## config.mk

```make
export PLATFORM = sky130hd
export DESIGN_NAME = alu_multicycle
export DESIGN_NICKNAME = d
export VERILOG_FILES = /design/src/rtl/alu_multicycle.sv
export SDC_FILE = /design/constraint.sdc
export NUM_CORES = 1
export LEC_CHECK = 0
export CORE_MARGIN = 1
export CORE_UTILIZATION = 50
export DETAILED_ROUTE_END_ITERATION = 16
export HOLD_SLACK_MARGIN = 0.08
export PLACE_DENSITY = 0.71
export SLEW_MARGIN = 20
export SYNTH_ARGS = -nofsm -noshare
export SYNTH_HDL_FRONTEND = slang
export SYNTH_SLANG_ARGS = --single-unit
```

## constraint.sdc

```tcl
create_clock -name clk -period 10.12 [get_ports clk]
set_input_delay 1.518 -clock clk [delete_from_list [all_inputs] [get_ports clk]]
set_output_delay 1.518 -clock clk [all_outputs]
set_load 0.01 [all_outputs]
```

## src/rtl/alu_multicycle.sv

```systemverilog
// Clocked EX-stage ALU: single-cycle logic/arith/shift/compare ops plus an iterative
// unsigned MUL/MULHU/DIVU/REMU unit enabled by the ALU_MULDIV_EN macro.
module alu_multicycle #(
    parameter int DATA_WIDTH    = 32,
    parameter int OPCODE_LENGTH = 4
) (
    input  logic                     clk,
    input  logic                     reset,
    input  logic                     InValid,
    output logic                     InReady,
    input  logic [DATA_WIDTH-1:0]    SrcA,
    input  logic [DATA_WIDTH-1:0]    SrcB,
    input  logic [OPCODE_LENGTH-1:0] Operation,
    output logic                     OutValid,
    input  logic                     OutReady,
    output logic [DATA_WIDTH-1:0]    ALUResult,
    output logic                     Zero,
    output logic                     Busy
);
    localparam int SHW = $clog2(DATA_WIDTH);

    typedef enum logic [1:0] {IDLE, BUSY, DONE} state_t;

    state_t                  state_q;
    logic [DATA_WIDTH-1:0]   result_q;
    logic                    zero_q;
    logic [DATA_WIDTH-1:0]   alu_d;
    logic [SHW-1:0]          shamt;

    always_comb begin
        shamt = SrcB[SHW-1:0];
        alu_d = '0;
        case (Operation)
            4'b0000: alu_d = SrcA & SrcB;
            4'b0001: alu_d = SrcA | SrcB;
            4'b0010: alu_d = SrcA + SrcB;
            4'b0011: alu_d = SrcA ^ SrcB;
            4'b0100: alu_d = SrcA << shamt;
            4'b0101: alu_d = SrcA >> shamt;
            4'b0110: alu_d = SrcA - SrcB;
            4'b0111: alu_d = DATA_WIDTH'($signed(SrcA) >>> shamt);
            4'b1000: alu_d = {{(DATA_WIDTH-1){1'b0}}, SrcA == SrcB};
            4'b1001: alu_d = {{(DATA_WIDTH-1){1'b0}}, SrcA != SrcB};
            4'b1010: alu_d = {{(DATA_WIDTH-1){1'b0}}, $signed(SrcA) < $signed(SrcB)};
            4'b1011: alu_d = {{(DATA_WIDTH-1){1'b0}}, SrcA < SrcB};
            default: alu_d = '0;
        endcase
    end

`ifdef ALU_MULDIV_EN
    // acc_q: MUL = {partial product, remaining multiplier}; DIV = {remainder, dividend/quotient}
    logic [2*DATA_WIDTH-1:0] acc_q;
    logic [2*DATA_WIDTH-1:0] acc_d;
    logic [DATA_WIDTH-1:0]   b_q;
    logic [1:0]              op_q;
    logic [SHW:0]            cnt_q;
    logic [DATA_WIDTH:0]     mul_sum;
    logic [DATA_WIDTH:0]     div_sh;
    logic [DATA_WIDTH:0]     div_diff;
    logic [DATA_WIDTH-1:0]   md_res;

    always_comb begin
        mul_sum  = {1'b0, acc_q[2*DATA_WIDTH-1:DATA_WIDTH]}
                 + (acc_q[0] ? {1'b0, b_q} : '0);
        div_sh   = acc_q[2*DATA_WIDTH-1:DATA_WIDTH-1];
        div_diff = div_sh - {1'b0, b_q};
        acc_d    = '0;
        if (op_q[1]) begin
            if (div_sh >= {1'b0, b_q})
                acc_d = {div_diff[DATA_WIDTH-1:0], acc_q[DATA_WIDTH-2:0], 1'b1};
            else
                acc_d = {div_sh[DATA_WIDTH-1:0], acc_q[DATA_WIDTH-2:0], 1'b0};
        end else begin
            acc_d = {mul_sum, acc_q[DATA_WIDTH-1:1]};
        end
        // Upper half holds MULHU product / REMU remainder, lower half MUL product / DIVU quotient
        md_res = op_q[0] ? acc_d[2*DATA_WIDTH-1:DATA_WIDTH] : acc_d[DATA_WIDTH-1:0];
    end
`endif

    always_ff @(posedge clk) begin
        if (!reset) begin
            state_q  <= IDLE;
            result_q <= '0;
            zero_q   <= 1'b0;
`ifdef ALU_MULDIV_EN
            acc_q    <= '0;
            b_q      <= '0;
            op_q     <= '0;
            cnt_q    <= '0;
`endif
        end else begin
            case (state_q)
                IDLE: begin
                    if (InValid) begin
`ifdef ALU_MULDIV_EN
                        if (Operation[3:2] == 2'b11) begin
                            acc_q   <= {{DATA_WIDTH{1'b0}}, SrcA};
                            b_q     <= SrcB;
                            op_q    <= Operation[1:0];
                            cnt_q   <= '0;
                            state_q <= BUSY;
                        end else
`endif
                        begin
                            result_q <= alu_d;
                            zero_q   <= (alu_d == '0);
                            state_q  <= DONE;
                        end
                    end
                end
`ifdef ALU_MULDIV_EN
                BUSY: begin
                    acc_q <= acc_d;
                    cnt_q <= cnt_q + 1'b1;
                    if (cnt_q == (SHW+1)'(DATA_WIDTH-1)) begin
                        result_q <= md_res;
                        zero_q   <= (md_res == '0);
                        state_q  <= DONE;
                    end
                end
`endif
                DONE: begin
                    if (OutReady) state_q <= IDLE;
                end
                default: state_q <= IDLE;
            endcase
        end
    end

    assign InReady   = (state_q == IDLE);
    assign OutValid  = (state_q == DONE);
    assign ALUResult = result_q;
    assign Zero      = zero_q;
`ifdef ALU_MULDIV_EN
    assign Busy      = (state_q == BUSY);
`else
    assign Busy      = 1'b0;
`endif

endmodule

```

==> flow_metrics.env, run 1 <==
export IMPL_die_w_um=149.3
export IMPL_relSlewSlack_pct=43.23
export IMPL_n_antenna_cell=0
export IMPL_worstPathRequired_ns=10.34
export IMPL_yosysTopAreaCell="ha_1"
export IMPL_ys_top_cells_by_area="ha_1, mux4_2, dfxtp_1"
export IMPL_hold_viol_final=0
export IMPL_cp_slowest_cell="ha_1"
export IMPL_rows=53
export IMPL_finalSetupViolCount=0
export IMPL_fin_skew_ns=0.005441
export IMPL_post_cts_buffers=0
export IMPL_slew_violations=0
export IMPL_wl_per_cell_um=27.68
export IMPL_cts_root_buf="clkbuf_16"
export IMPL_peakVddDrop_mv=0.06130
export IMPL_coreArea_um2=21150
export IMPL_max_freq_mhz=143.2
export IMPL_worstSetupStartpointType="input port"
export IMPL_synth_commonest_cells="nor2_1, nand2_1, a21oi_1"
export IMPL_drt_initial_drc_count=1936
export IMPL_p_per_area_nw_per_um2=79.67
export IMPL_yosysWarnings=0
export IMPL_syn_nets=1718
export IMPL_grt_overflow=0
export IMPL_die_area_um2=22280
export IMPL_drt_first_pass_iters=8
export IMPL_cts_tree="done"
export IMPL_fin_nets=1731
export IMPL_place_gp_congestion=1.082
export IMPL_hp_class="flop to flop"
export IMPL_start_util_pct=51.27
export IMPL_clk_pin_slew_ns=0.05
export IMPL_yosys_register_bits=34
export IMPL_die_h_um=149.3
export IMPL_synth_most_common_cell="nor2_1"
export IMPL_cp_slowest_stage_delay_ns=0.78
export IMPL_status="complete, no violations"
export IMPL_grt_max_degree=78
export IMPL_area_delta_synth_final_pct=10.58
export IMPL_dp_slack_ns=3.119
export IMPL_synth_edff_count=0
export IMPL_num_vias=13180
export IMPL_crit_buf_inv=4
export IMPL_rsz0062_at_grt="no"
export IMPL_cp_top_family="compound AO/OA/AOI/OAI gates"
export IMPL_grt_use_total_pct=44.99
export IMPL_via_per_inst=7.188
export IMPL_fin_crit_sh_pct=69.00
export IMPL_final_layout_size_suffix_gt1_share_pct=8.403
export IMPL_ant_nets=0
export IMPL_htree_levels=2
export IMPL_antenna_found_initial=0
export IMPL_crit_chain="clkdlybuf4s50_1, buf_4, clkinv_1, ha_1, inv_1, a2111oi_1, a211oi_1, o31ai_2, a31oi_1, a31o_2, a311oi_1, o21bai_1, xnor2_1, nor2_1, a2111oi_0, a41o_1"
export IMPL_grt_first_pass_wirelength_mm=75.24
export IMPL_numCtsBuffers=5
export IMPL_leakage_uw=0.004803
export IMPL_netlist_area_um2=10850
export IMPL_synthFlopType="dfxtp_1"
export IMPL_synth_cell_types=89
export IMPL_synth_async_sr_flop_share_pct=0
export IMPL_clockBufferDepth=2
export IMPL_cts_sinks=34
export IMPL_crit_type="input port to flop"
export IMPL_hpwl_mm=39.35
export IMPL_io_pins=108
export IMPL_seq_area_frac_synth_pct=6.276
export IMPL_layout_setup_ws_ns=3.137
export IMPL_numPortBuffers=106
export IMPL_layout_min_cycle_time_ns=6.983
export IMPL_wl_mm=50.76
export IMPL_grt_pass1_vias=12000
export IMPL_synth_top_area_share_pct=11.31
export IMPL_synth_area_per_cell_um2=7.015
export IMPL_synth_cells=1546
export IMPL_worst_pin_slew_ns=0.8503
export IMPL_crit_path_end_kind="flop"
export IMPL_path_max_fanout=44
export IMPL_post_cts_resized=0
export IMPL_cp_arrival_ns=7.21
export IMPL_clock_latency_ns=0.28
export IMPL_hold_buffers=0
export IMPL_cap_viol_max_count=0
export IMPL_drc=0
export IMPL_fin_tns_setup_ns=0
final timing paths:
path	from	endpoint	slack [ns]	cells after the start
max	SrcB[4]	Zero	3.14	16
min	ALUResult[14]	ALUResult[14]	0.47	2
max reg2reg	state_q[1]	Zero	7.55	9
min reg2reg	ALUResult[14]	ALUResult[14]	0.47	2
power breakdown:
group,internal (uW),total [uW],switching [uW]
logic,239,658,419
registers,146,153,6.77
clock network,89.9,145,54.9
layer usage:
metal	vias up	wire (um)	global-route usage, %
li1	5835	-	-
met3	179	6349	11.47
met2	1034	21510	68.28
met4	0	3190	22.19
met5	-	0	0
met1	6135	19710	58.90
area by class of cell:
cell class              instances  area, um2
flip-flops and latches         34      680.7
multi-input cells            1286       9241
fillers                      2083       9161
repair buffers                128       1204
clock buffers                   7      132.6
inverters                     104      390.4
well taps                     275      344.1
placed cells by master (no fill, tap or decap), drive strengths merged, types with 34 or more instances in the layout:
| cell | synthesis | layout |
|---|---|---|
| nor2 | 170 | 170 |
| nand2 | 150 | 150 |
| a21oi | 125 | 125 |
| clkdlybuf4s50 | 0 | 101 |
| inv | 101 | 101 |
| ha | 98 | 98 |
| o21ai | 91 | 91 |
| mux2i | 57 | 57 |
| nor3 | 53 | 53 |
| a211oi | 52 | 52 |
| mux4 | 46 | 46 |
| nand3 | 38 | 38 |
| dfxtp | 34 | 34 |
sequential cells by signal, summed over array words and instances (netlist names):
signal	cells
ALUResult	32
Zero	1
state_q	1
per-stage QoR:
stage                     hold slack, ns  utilization, %  total power (uW)  cells  instance area, um2
after floorplan                   0.4805               -             561.7   1546               10850
after global placement            0.4512           56.07             781.5   1827               11860
after detailed placement          0.4630           56.07             781.5   1827               11860
after CTS                         0.4702           56.69             929.4   1834               11990
after global routing              0.4924           56.69              1001   1834               11990
final                             0.4670           56.69             955.5   1834               11990
tightest hold or removal path, delay by kind of cell, from the launching register on:
| family | cells | cell delay (ns) |
|---|---|---|
| AOI/OAI and AO/OA | 1 | 0.06 |
| DFF | 1 | 0.30 |
| and+or+nand+nor | 1 | 0.06 |
cells by family (layout without fill, tap and decap cells):
group | count (synthesis) | count (layout) | synth area share (%)
buf+inv | 226 | 239 | 8.756
mux | 124 | 124 | 17.10
simple gates | 526 | 526 | 22.45
compound gates | 525 | 525 | 32.90
other cells | 1 | 1 | 0.03458
xor+xnor | 10 | 10 | 0.8075
fa+ha+maj | 100 | 100 | 11.68
flops | 34 | 34 | 6.276
No activity file was read; power rests on OpenSTA's default activity.
==> inputs of run 2 (changes only) <==
- clock period: 10.12 -> 6.7 ns (I/O delays scaled with it)
==> run 2 against run 1 <==
Net effect:
- die area unchanged
- non-clock buffer count up 21
- wire length down 1.3%
- critical endpoint unchanged
- largest cell class unchanged
- highest routed layer unchanged
==> flow_metrics.env, run 2 (synthesized netlist as in run 1, its figures left out) <==
export IMPL_status="complete, no violations"
export IMPL_min_from="ALUResult[14]"
export IMPL_grt_overflow=0
export IMPL_via_per_inst=7.197
export IMPL_grt_use_total_pct=44.21
export IMPL_rsz0062_at_grt="no"
export IMPL_worst_r2r_path_depth=9
export IMPL_drt_initial_drc_count=2036
export IMPL_place_gp_congestion=1.072
export IMPL_p_per_area_nw_per_um2=119.3
export IMPL_r2r_slack_ns=4.16
export IMPL_place_area_um2=12020
export IMPL_final_common_cell="nor2_1"
export IMPL_drt_first_pass_iters=6
export IMPL_fin_area_um2=12150
export IMPL_drc=0
export IMPL_start_util_pct=51.27
export IMPL_wl_mm=50.12
export IMPL_hp_class="flop to flop"
export IMPL_final_util_pct=57.45
export IMPL_worstSetupStartpointType="input port"
export IMPL_fin_tns_setup_ns=0
export IMPL_antenna_found_initial=0
export IMPL_die_area_um2=22280
export IMPL_die_h_um=149.3
export IMPL_cp_arrival_ns=5.86
export IMPL_grt_pass1_vias=12140
export IMPL_layout_min_cycle_time_ns=5.636
export IMPL_grt_first_pass_wirelength_mm=74.24
export IMPL_area_delta_synth_final_pct=12.06
export IMPL_wl_per_cell_um=27.02
export IMPL_mostFrequentLayoutCells="nor2_1, nand2_1, a21oi_1, clkdlybuf4s50_1"
export IMPL_post_cts_resized=0
export IMPL_rows=53
export IMPL_relSlewSlack_pct=33.40
export IMPL_cts_sinks=34
export IMPL_cts_tree="done"
export IMPL_io_pins=108
export IMPL_clk_pin_slew_ns=0.06
export IMPL_cap_viol_max_count=0
export IMPL_num_vias=13350
export IMPL_clockBufferDepth=2
export IMPL_hold_depth=2
export IMPL_max_freq_mhz=177.4
export IMPL_leakage_uw=0.004913
export IMPL_post_cts_buffers=0
export IMPL_numPortBuffers=106
export IMPL_clock_latency_ns=0.28
export IMPL_crit_type="input port to flop"
export IMPL_final_layout_size_suffix_gt1_share_pct=9.747
export IMPL_die_w_um=149.3
export IMPL_largest_register_ffs=32
export IMPL_hold_viol_final=0
export IMPL_fin_skew_ns=0.004650
export IMPL_fin_crit_sh_pct=84.12
export IMPL_htree_levels=2
export IMPL_crit_path_end_kind="flop"
export IMPL_path_max_fanout=11
export IMPL_cts_root_buf="clkbuf_16"
export IMPL_r2r_start="state_q[1]"
export IMPL_coreArea_um2=21150
export IMPL_holdPathEnd="ALUResult[14]"
export IMPL_grt_max_degree=79
export IMPL_worst_pin_slew_ns=0.9856
export IMPL_worstPathRequired_ns=6.92
export IMPL_peakVddDrop_mv=0.09594
export IMPL_numCtsBuffers=5
export IMPL_rr_endpoint="Zero"
export IMPL_n_antenna_cell=0
export IMPL_hpwl_mm=39.20
export IMPL_slew_violations=0
export IMPL_fin_nets=1752
export IMPL_hold_buffers=0
export IMPL_finalSetupViolCount=0
export IMPL_ant_nets=0
-- run 2: cell count changes in the layout (fill, tap and decap cells not counted) --
cell      previous run  this run
buf_4               23        44
clkbuf_1             2         0
clkinv_2             0         2
-- run 2: per-stage QoR --
stage	hold WS, ns	power [uW]	setup slack [ns]	cells
finish	0.4722	1450	1.064	1855
global route	0.5049	1525	1.070	1855
CTS	0.4679	1415	1.246	1855
detailed placement	0.4594	1189	0.9695	1848
global placement	0.4532	1187	1.137	1848
floorplan	0.4805	848.4	1.591	1546
-- run 2: power breakdown --
part / internal (uW) / switching (uW)
clock: 134 / 86.7
sequential: 220 / 9.83
combinational: 369 / 630
total: 723 / 727
-- run 2: final cells by class --
cell class / instances / area [um2]
clock buffer: 5 / 125.1
clock inverter: 2 / 10.01
fill: 2060 / 9001
inverter: 104 / 390.4
multi-input combinational: 1286 / 9241
sequential: 34 / 680.7
tap: 275 / 344.1
timing repair buffer: 149 / 1361
-- run 2: metal layers --
metal | up-vias | global-route usage, % | share of wire (%)
met2 | 1024 | 66.47 | 42
met4 | 0 | 23.57 | 6.5
met3 | 189 | 10.09 | 13
met1 | 6242 | 58.41 | 39
met5 | - | 0 | 0
li1 | 5896 | - | -
-- run 2: worst max-delay path by stage --
stage,startpoint,endpoint,slack [ns],cells after the start
after CTS,SrcA[9],Zero,1.25,15
after global routing,SrcA[9],Zero,1.07,14
after floorplan,SrcB[3],Zero,1.59,18
final,SrcA[9],Zero,1.06,15
after global placement,SrcA[9],Zero,1.14,14
after detailed placement,SrcA[9],Zero,0.97,15
-- run 2: worst max-delay path, stage by stage --
cell and delay (ns):
clkdlybuf4s50_1 0.74, inv_1 0.22, ha_1 0.64, inv_1 0.20
or3_1 0.43, a21oi_1 0.42, nor2_1 0.11, o21ai_0 0.40
a311o_1 0.24, o2111ai_1 0.20, nor4_1 0.39, and4_1 0.27
and4_1 0.21, and4_1 0.20, a41o_1 0.18
